File: src/rtl/nes_pad_reader.sv
// nes_pad_reader
//   Polls an NES-style serial gamepad at a fixed frame rate. Generates the
//   pad's latch and shift-clock strobes, deserialises the active-low data
//   line and publishes an active-high button byte with a one-cycle strobe.
//
// Ports
//   clk               in   system clock (50 MHz)
//   reset             in   asynchronous active-low reset
//   pad_data          in   serial data from pad, 0 = pressed, async to clk
//   pad_latch         out  parallel-load strobe to pad
//   pad_clk           out  shift clock to pad (pad advances on rising edge)
//   controller_report out  buttons: 0 A,1 B,2 Sel,3 Start,4 Up,5 Down,6 Left,7 Right
//   report_valid      out  one-cycle pulse with each controller_report update
//
// state  | meaning
// IDLE   | waiting for a poll tick
// LATCH  | pad_latch high for 2*CLK_DIV cycles
// SETTLE | latch released, bit0 sampled on last cycle
// CLK_HI | pad_clk high for CLK_DIV cycles
// CLK_LO | pad_clk low, bit[idx] sampled on last cycle
// DONE   | publish shift register, pulse report_valid
module nes_pad_reader #(
  parameter int CLK_DIV     = 300,
  parameter int POLL_CYCLES = 833333
) (
  input  logic       clk,
  input  logic       reset,
  input  logic       pad_data,
  output logic       pad_latch,
  output logic       pad_clk,
  output logic [7:0] controller_report,
  output logic       report_valid
);

  localparam int PW  = $clog2(POLL_CYCLES);
  localparam int PHW = $clog2(2 * CLK_DIV);

  typedef enum logic [2:0] {
    IDLE, LATCH, SETTLE, CLK_HI, CLK_LO, DONE
  } state_e;

  state_e         state_q, state_d;
  logic [PW-1:0]  poll_q, poll_d;
  logic [PHW-1:0] phase_q, phase_d;
  logic [2:0]     idx_q, idx_d;
  logic [7:0]     shift_q, shift_d;
  logic [7:0]     report_q, report_d;
  logic           valid_q, valid_d;
  logic           latch_q, latch_d;
  logic           pclk_q, pclk_d;
  logic           sync1_q, sync2_q;
  logic           tick;
  logic           phase_last;

  assign tick = (poll_q == PW'(POLL_CYCLES - 1));
  assign poll_d = tick ? '0 : poll_q + PW'(1);

  // LATCH spans two phases, every other state one.
  assign phase_last = (state_q == LATCH) ? (phase_q == PHW'(2 * CLK_DIV - 1))
                                         : (phase_q == PHW'(CLK_DIV - 1));

  always_comb begin
    state_d = state_q;
    phase_d = phase_q + PHW'(1);
    idx_d   = idx_q;
    shift_d = shift_q;
    case (state_q)
      IDLE: begin
        phase_d = '0;
        if (tick) state_d = LATCH;
      end
      LATCH: begin
        if (phase_last) begin
          state_d = SETTLE;
          phase_d = '0;
        end
      end
      SETTLE: begin
        if (phase_last) begin
          shift_d[0] = ~sync2_q;
          idx_d      = 3'd1;
          state_d    = CLK_HI;
          phase_d    = '0;
        end
      end
      CLK_HI: begin
        if (phase_last) begin
          state_d = CLK_LO;
          phase_d = '0;
        end
      end
      CLK_LO: begin
        if (phase_last) begin
          shift_d[idx_q] = ~sync2_q;
          phase_d        = '0;
          if (idx_q == 3'd7) begin
            state_d = DONE;
          end else begin
            idx_d   = idx_q + 3'd1;
            state_d = CLK_HI;
          end
        end
      end
      DONE: begin
        phase_d = '0;
        idx_d   = 3'd0;
        state_d = IDLE;
      end
      default: begin
        phase_d = '0;
        idx_d   = 3'd0;
        state_d = IDLE;
      end
    endcase
  end

  // Strobes are registered from the next state so they change on the
  // same edge as the state they belong to.
  assign latch_d  = (state_d == LATCH);
  assign pclk_d   = (state_d == CLK_HI);
  assign valid_d  = (state_q == DONE);
  assign report_d = (state_q == DONE) ? shift_q : report_q;

  always_ff @(posedge clk or negedge reset) begin
    if (!reset) begin
      state_q  <= IDLE;
      poll_q   <= '0;
      phase_q  <= '0;
      idx_q    <= 3'd0;
      shift_q  <= 8'h00;
      report_q <= 8'h00;
      valid_q  <= 1'b0;
      latch_q  <= 1'b0;
      pclk_q   <= 1'b0;
      sync1_q  <= 1'b1;
      sync2_q  <= 1'b1;
    end else begin
      state_q  <= state_d;
      poll_q   <= poll_d;
      phase_q  <= phase_d;
      idx_q    <= idx_d;
      shift_q  <= shift_d;
      report_q <= report_d;
      valid_q  <= valid_d;
      latch_q  <= latch_d;
      pclk_q   <= pclk_d;
      sync1_q  <= pad_data;
      sync2_q  <= sync1_q;
    end
  end

  assign pad_latch         = latch_q;
  assign pad_clk           = pclk_q;
  assign controller_report = report_q;
  assign report_valid      = valid_q;

endmodule

File: config.mk
export PLATFORM = sky130hd
export DESIGN_NAME = nes_pad_reader
export DESIGN_NICKNAME = d
export VERILOG_FILES = /design/src/rtl/nes_pad_reader.sv
export SDC_FILE = /design/constraint.sdc
export NUM_CORES = 1
export LEC_CHECK = 0
export ABC_AREA = 1
export ABC_CLOCK_PERIOD_IN_PS = 3000
export BUFFER_PORTS_ARGS = -buffer_cell sky130_fd_sc_hd__buf_2
export CAP_MARGIN = 5
export CORE_MARGIN = 3
export CORE_UTILIZATION = 60
export DETAILED_ROUTE_END_ITERATION = 10
export PLACE_DENSITY = 0.87
export SLEW_MARGIN = 40
export SYNTH_ARGS = -nofsm -noshare
export SYNTH_HDL_FRONTEND = slang
export SYNTH_SLANG_ARGS = --single-unit
File: constraint.sdc
create_clock -name clk -period 3 [get_ports clk]
set_input_delay 0.6 -clock clk [delete_from_list [all_inputs] [get_ports clk]]
set_output_delay 0.6 -clock clk [all_outputs]
set_load 0.005 [all_outputs]
==> results of run 1 <==
[flip-flops by register name (all words and copies together) (netlist names)]
signal / cells
sync2_q: 1
poll_q: 20
phase_q: 10
controller_report: 8
pad_latch: 1
report_valid: 1
state_q: 3
pad_clk: 1
sync1_q: 1
idx_q: 3
shift_q: 8
[Yosys cell counts]
| master | number |
|---|---|
| nand4_1 | 13 |
| nand2_2 | 3 |
| nor2_4 | 1 |
| clkbuf_1 | 1 |
| inv_2 | 1 |
| inv_1 | 61 |
| buf_6 | 1 |
| nand3_2 | 2 |
| o21ai_1 | 7 |
| o21ai_0 | 16 |
| o21bai_1 | 1 |
| nor3b_2 | 1 |
| dfstp_2 | 2 |
| xor2_1 | 13 |
| nor2_1 | 46 |
| a21boi_1 | 1 |
| xnor2_1 | 2 |
| ha_1 | 5 |
| nand3_1 | 23 |
| dfrtp_1 | 55 |
| o31ai_1 | 3 |
| nand4_2 | 1 |
| nand3b_1 | 1 |
| nand2_1 | 72 |
| nor4_1 | 2 |
| nor3_2 | 2 |
| a21oi_1 | 9 |
| nor4_2 | 1 |
| clkinv_4 | 1 |
| nor2_2 | 1 |
| o311a_1 | 1 |
| nor3_1 | 6 |
[layer usage]
layer  routed length [um]  up-vias  global-route usage (%)
li1                     -     1182                       -
met1                 2434     1072                   26.75
met2                 2751       81                   36.91
met3                  287       10                   4.881
met4                  105        0                   10.49
met5                    0        -                       0
[worst register-to-register path, cell delays in order (launching register included)]
cell and delay (ns):
dfrtp_1 0.37, ha_1 0.21, nand3_1 0.09, nor2_1 0.27, nand3_2 0.29, o21ai_1 0.24, nand2_1 0.15, nand2_1 0.09
o21ai_1 0.06
[power groups by stage]
stage | Sequential [mW] | Clock, mW | Combinational (mW)
floorplan | 0.786 | 0 | 0.00116
global placement | 0.785 | 0 | 0.0184
detailed placement | 0.786 | 0 | 0.0190
CTS | 0.771 | 0.612 | 0.0189
global route | 0.771 | 0.655 | 0.0214
finish | 0.772 | 0.596 | 0.0178
[logic make-up (layout without fill, tap and decap cells)]
group	count (synthesis)	in the layout
compound gates	38	38
simple gates	175	175
xor+xnor	15	15
buf+inv	65	93
flops	57	57
fa+ha+maj	5	5
[worst paths after layout]
kind | to | start
setup / recovery | idx_q[2] | phase_q[0]
hold / removal | phase_q[8] | reset
setup reg to reg | idx_q[2] | phase_q[0]
hold reg to reg | sync2_q | sync1_q
max in group asynchronous | sync2_q | reset
min in group clk | sync1_q | pad_data
[layout make-up]
| type | instances | area, sq um |
|---|---|---|
| clock buffers | 10 | 127.6 |
| clock inverters | 6 | 35.03 |
| fillers | 355 | 1329 |
| inverters | 63 | 241.5 |
| multi-input cells | 233 | 1205 |
| flip-flops and latches | 57 | 1429 |
| well taps | 52 | 65.06 |
| repair buffers | 14 | 72.57 |
[stage by stage]
stage | cell area, sq um | hold WS (ns) | util [%] | setup slack, ns
after global routing | 3176 | 0.2072 | 70.50 | 0.9242
after global placement | 3013 | 0.3463 | 66.89 | 1.249
after floorplan | 2890 | 0.3044 | - | 1.504
after CTS | 3176 | 0.1905 | 70.50 | 1.119
after detailed placement | 3013 | 0.3549 | 66.89 | 1.148
final | 3176 | 0.1907 | 70.50 | 1.109
==> results.toml, run 1 <==
[place]
io_buffers = 13
dp_hpwl_um = 4137
dp_cells = 419
place_congestion = 0.9165

[logic_synthesis]
synth_top_family_by_area = "simple AND/OR/NAND/NOR gates"
synthCells = 355
synth-xor-area-share_pct = 4.545
synth-seq-cells = 57
ys_top_cells_by_area = "dfrtp_1, nand2_1, inv_1, nor2_1, nand3_1"
syn_area_per_cell_sq_um = 8.142
syn_area_sq_um = 2890
synth_area_leader_cell = "dfrtp_1"
ys_types = 32
yosysSeqAreaShare_pct = 49.44
synth-simple-area-share_pct = 27.79
syn-num-nets = 363
muxShareOfSynthArea_pct = 0
ys.warnings.count = 0
synthAdderAreaFrac_pct = 2.165
synth-compound-area-share_pct = 7.186
synthDominantCellAreaShare_pct = 47.62

[drt]
dr.pass1.iters = 5
drtAntennaViolNets = 0
viasPerCell = 5.391
wirelength_um = 5577
routedWlPerCell_um = 12.82
route.detailed.drc = 0
vias = 2345
first_iter_violations = 154

[timing]
max_freq_mhz = 528.8
finalSetupViolations = 0
tightest_slew_ns = 0.7298
layout_min_cycle_time_ns = 1.891
slew_viol_final = 0
final.setup.tns_ns = 0
max-slew-margin-rel_pct = 50.90
rsz0062_at_grt = "false"
layout_worst_path_cycle_share_pct = 63.04
hold_violations = 0
clock_skew_ns = 0.005137

[status]
outcome = "completed"

[global_route]
grt_pass1_vias = 2177
grt.overflow.total = 0
grt_pass1_wl_um = 9335
grt_max_degree = 40
antenna_found_initial = 0
grt.total_usage_pct = 21.96

[critical_path]
crit_chain = "ha_1, nand3_1, nor2_1, nand3_2, o21ai_1, nand2_1, nand2_1, o21ai_1"
start_kind = "flop"
crit_arrival_ns = 2.11
worstPathRequired_ns = 3.22
cpPeakStageDelay_ns = 0.37
end_kind = "flop"
crit_family = "simple AND/OR/NAND/NOR gates"
r2r_setup_slack_ns = 1.11
crit_slowest_cell = "dfrtp_1"
r2r_cells = 8
worstPathMaxFanout = 11
critical_path_buf_inv_count = 0
crit_type = "reg -> reg"
cp.depth = 8

[worst_hold_path]
hp-class = "in -> async"

[die]
rows = 24
die_h_um = 75.41
core-area_sq_um = 4504
die-width_um = 75.41
ioPinCount = 14
die-area_sq_um = 5686
start_util_pct = 64.17

[power]
internal_power_mw = 1.066
finalPower_mw = 1.385
switching_share_pct = 23.07
sequentialPowerShare_pct = 55.7
vdd.ir_drop.worst_v = 0.0004298
power.density_nw_per_um2 = 436.3
p_comb_share_pct = 1.3
clkPwrFrac_pct = 43.0
p_switching_uw = 319.7
leakage_nw = 1.627

[layout]
final_cell_mix = "nand2_1, inv_1, dfrtp_1"
layout.cells.non_filler = 435
antennaDiodeCount = 0
area_growth_pct = 9.870
nets = 386
final_layout_size_suffix_gt1_share_pct = 11.75
final_common_cell = "nand2_1"

[run]
drv_cap = 0

[clock_network]
ctsLongestPathBuffers = 2
cts_root_buf = "clkbuf_8"
cts_setup_buffers = 0
hold_buffers = 0
numClockSinks = 57
clk_pin_slew_ns = 0.06
cts_buffers = 9
clock_latency_ns = 0.33
cts.htree.levels = 3
cts_resized = 0
cts_tree = "yes"
Note: power is estimated with default switching activity, not from simulation.
==> run 2: changes to the inputs <==
Settings changed: ABC_CLOCK_PERIOD_IN_PS 3000 to 1800.
Clock period 3 ns to 1.8 ns, I/O delays scaled along.
==> run 2 against run 1 <==
  * Register-to-register slack got worse by 0.99 ns
  * Core utilization increased by 2.6 points
  * Count of clock-buffer cells in the layout unchanged
  * Sequential share of layout area decreased by 1.6 points
  * Largest power group unchanged
  * Cell count increased by 1.1%
  * Critical endpoint is now shift_q[6]
==> results.toml, run 2 (same netlist as run 1, synthesis figures left out) <==
[clock_network]
clk_pin_slew_ns = 0.06
cts_setup_buffers = 0
cts.htree.levels = 3
cts_tree = "yes"
cts_buffers = 9
clock_latency_ns = 0.34
numClockSinks = 57
ctsLongestPathBuffers = 2
cts_root_buf = "clkbuf_8"

[layout]
final_common_cell = "nand2_1"
regMostFlops = "poll_q"
nets = 391
largest_reg_flops = 20
final_layout_size_suffix_gt1_share_pct = 14.95
reg_top3 = "poll_q (20), phase_q (10)"
antennaDiodeCount = 0
area_growth_pct = 13.85
final_cell_mix = "nand2_1, inv_1, dfrtp_1"
nFillCells = 335
final_cell_area_sq_um = 3291

[power]
switching_share_pct = 21.35
finalPower_mw = 2.490
vdd.ir_drop.worst_v = 0.0005509
p_switching_uw = 531.7
clkPwrFrac_pct = 47.0
p_comb_share_pct = 1.4
power.density_nw_per_um2 = 756.7
sequentialPowerShare_pct = 51.6
internal_power_mw = 1.958
leakage_nw = 1.672

[global_route]
grt_pass1_wl_um = 9466
grt_pass1_vias = 2226
grt.total_usage_pct = 22.44
antenna_found_initial = 0
grt_max_degree = 41
grt.overflow.total = 0

[die]
core-area_sq_um = 4504
start_util_pct = 64.17
rows = 24
die-width_um = 75.41
die_h_um = 75.41
die-area_sq_um = 5686
ioPinCount = 14

[place]
dp_hpwl_um = 4184
io_buffers = 13
postPlaceCellArea_sq_um = 3055
place_congestion = 0.9271

[timing]
hold_violations = 0
max_freq_mhz = 595.8
layout_min_cycle_time_ns = 1.678
layout_worst_path_cycle_share_pct = 93.24
holdWs_ns = 0.1142
finalSetupViolations = 0
tightest_slew_ns = 0.4118
clock_skew_ns = 0.006262
max-slew-margin-rel_pct = 72.54
slew_viol_final = 0

[critical_path]
start_kind = "flop"
end_kind = "flop"
worstPathMaxFanout = 6
crit_type = "reg -> reg"
crit_arrival_ns = 1.90
worstPathRequired_ns = 2.02

[drt]
drtAntennaViolNets = 0
wirelength_um = 5782
vias = 2362
viasPerCell = 5.368
route.detailed.drc = 0
routedWlPerCell_um = 13.14
dr.pass1.iters = 5
first_iter_violations = 185

[worst_hold_path]
hp-class = "in -> reg"

[status]
outcome = "completed"

[run]
drv_cap = 0
-- run 2: per-layer routing --
metal | global-route usage, % | up-vias | part of all wire [%]
li1 | - | 1188 | -
met1 | 27.13 | 1106 | 45
met2 | 35.57 | 54 | 49
met4 | 10.68 | 0 | 2.1
met3 | 8.311 | 14 | 3.8
met5 | 0 | - | 0
-- run 2: layout make-up --
cell class | instances | area, sq um | area share, %
clock inverters | 6 | 57.56 | 1.749
clock buffers | 10 | 137.6 | 4.183
repair buffers | 19 | 125.1 | 3.802
multi-input cells | 233 | 1235 | 37.53
inverters | 63 | 241.5 | 7.338
flip-flops and latches | 57 | 1429 | 43.42
well taps | 52 | 65.06 | 1.977
-- run 2: repair_timing --
action / 4_1_cts / 5_1_grt
hold buffers: 1 / 0
hold endpoints to repair: 17 / 0
setup endpoints to repair: 0 / 4
resized for setup: 0 / 9
-- run 2: worst max-delay path: stages (launching register included) --
cell,delay [ns]
dfrtp_1,0.40
inv_2,0.10
nand2_2,0.11
nor2_4,0.12
inv_1,0.07
nand2_2,0.12
nand3_4,0.14
buf_4,0.19
o31ai_1,0.24
inv_1,0.07
-- run 2: worst paths after layout --
| check | depth (start not counted) | from | endpoint | slack [ns] |
|---|---|---|---|---|
| max | 9 | state_q[2] | shift_q[6] | 0.12 |
| min | 1 | pad_data | sync1_q | 0.11 |
| max reg2reg | 9 | state_q[2] | shift_q[6] | 0.12 |
| min reg2reg | 0 | sync1_q | sync2_q | 0.36 |
| max in group asynchronous | 3 | reset | sync2_q | 0.71 |
| min in group asynchronous | 2 | reset | phase_q[5] | 0.48 |
-- run 2: per-stage QoR --
stage               utilization [%]  setup TNS [ns]  setup WS [ns]  std cells
global placement              67.83               0         0.1914        423
CTS                           72.39               0         0.1264        440
global route                  73.06        -0.01234       -0.01234        440
floorplan                         -               0         0.3044        355
detailed placement            67.83               0         0.1409        423
finish                        73.06               0         0.1217        440
-- run 2: power by group through the flow --
stage	registers, mW	logic [mW]	clock network (mW)
2_1_floorplan	1.31	0.00193	0
6_report	1.29	0.0345	1.17
5_1_grt	1.28	0.0407	1.25
3_5_place_dp	1.31	0.0351	0
3_3_place_gp	1.31	0.0344	0
4_1_cts	1.29	0.0366	1.19
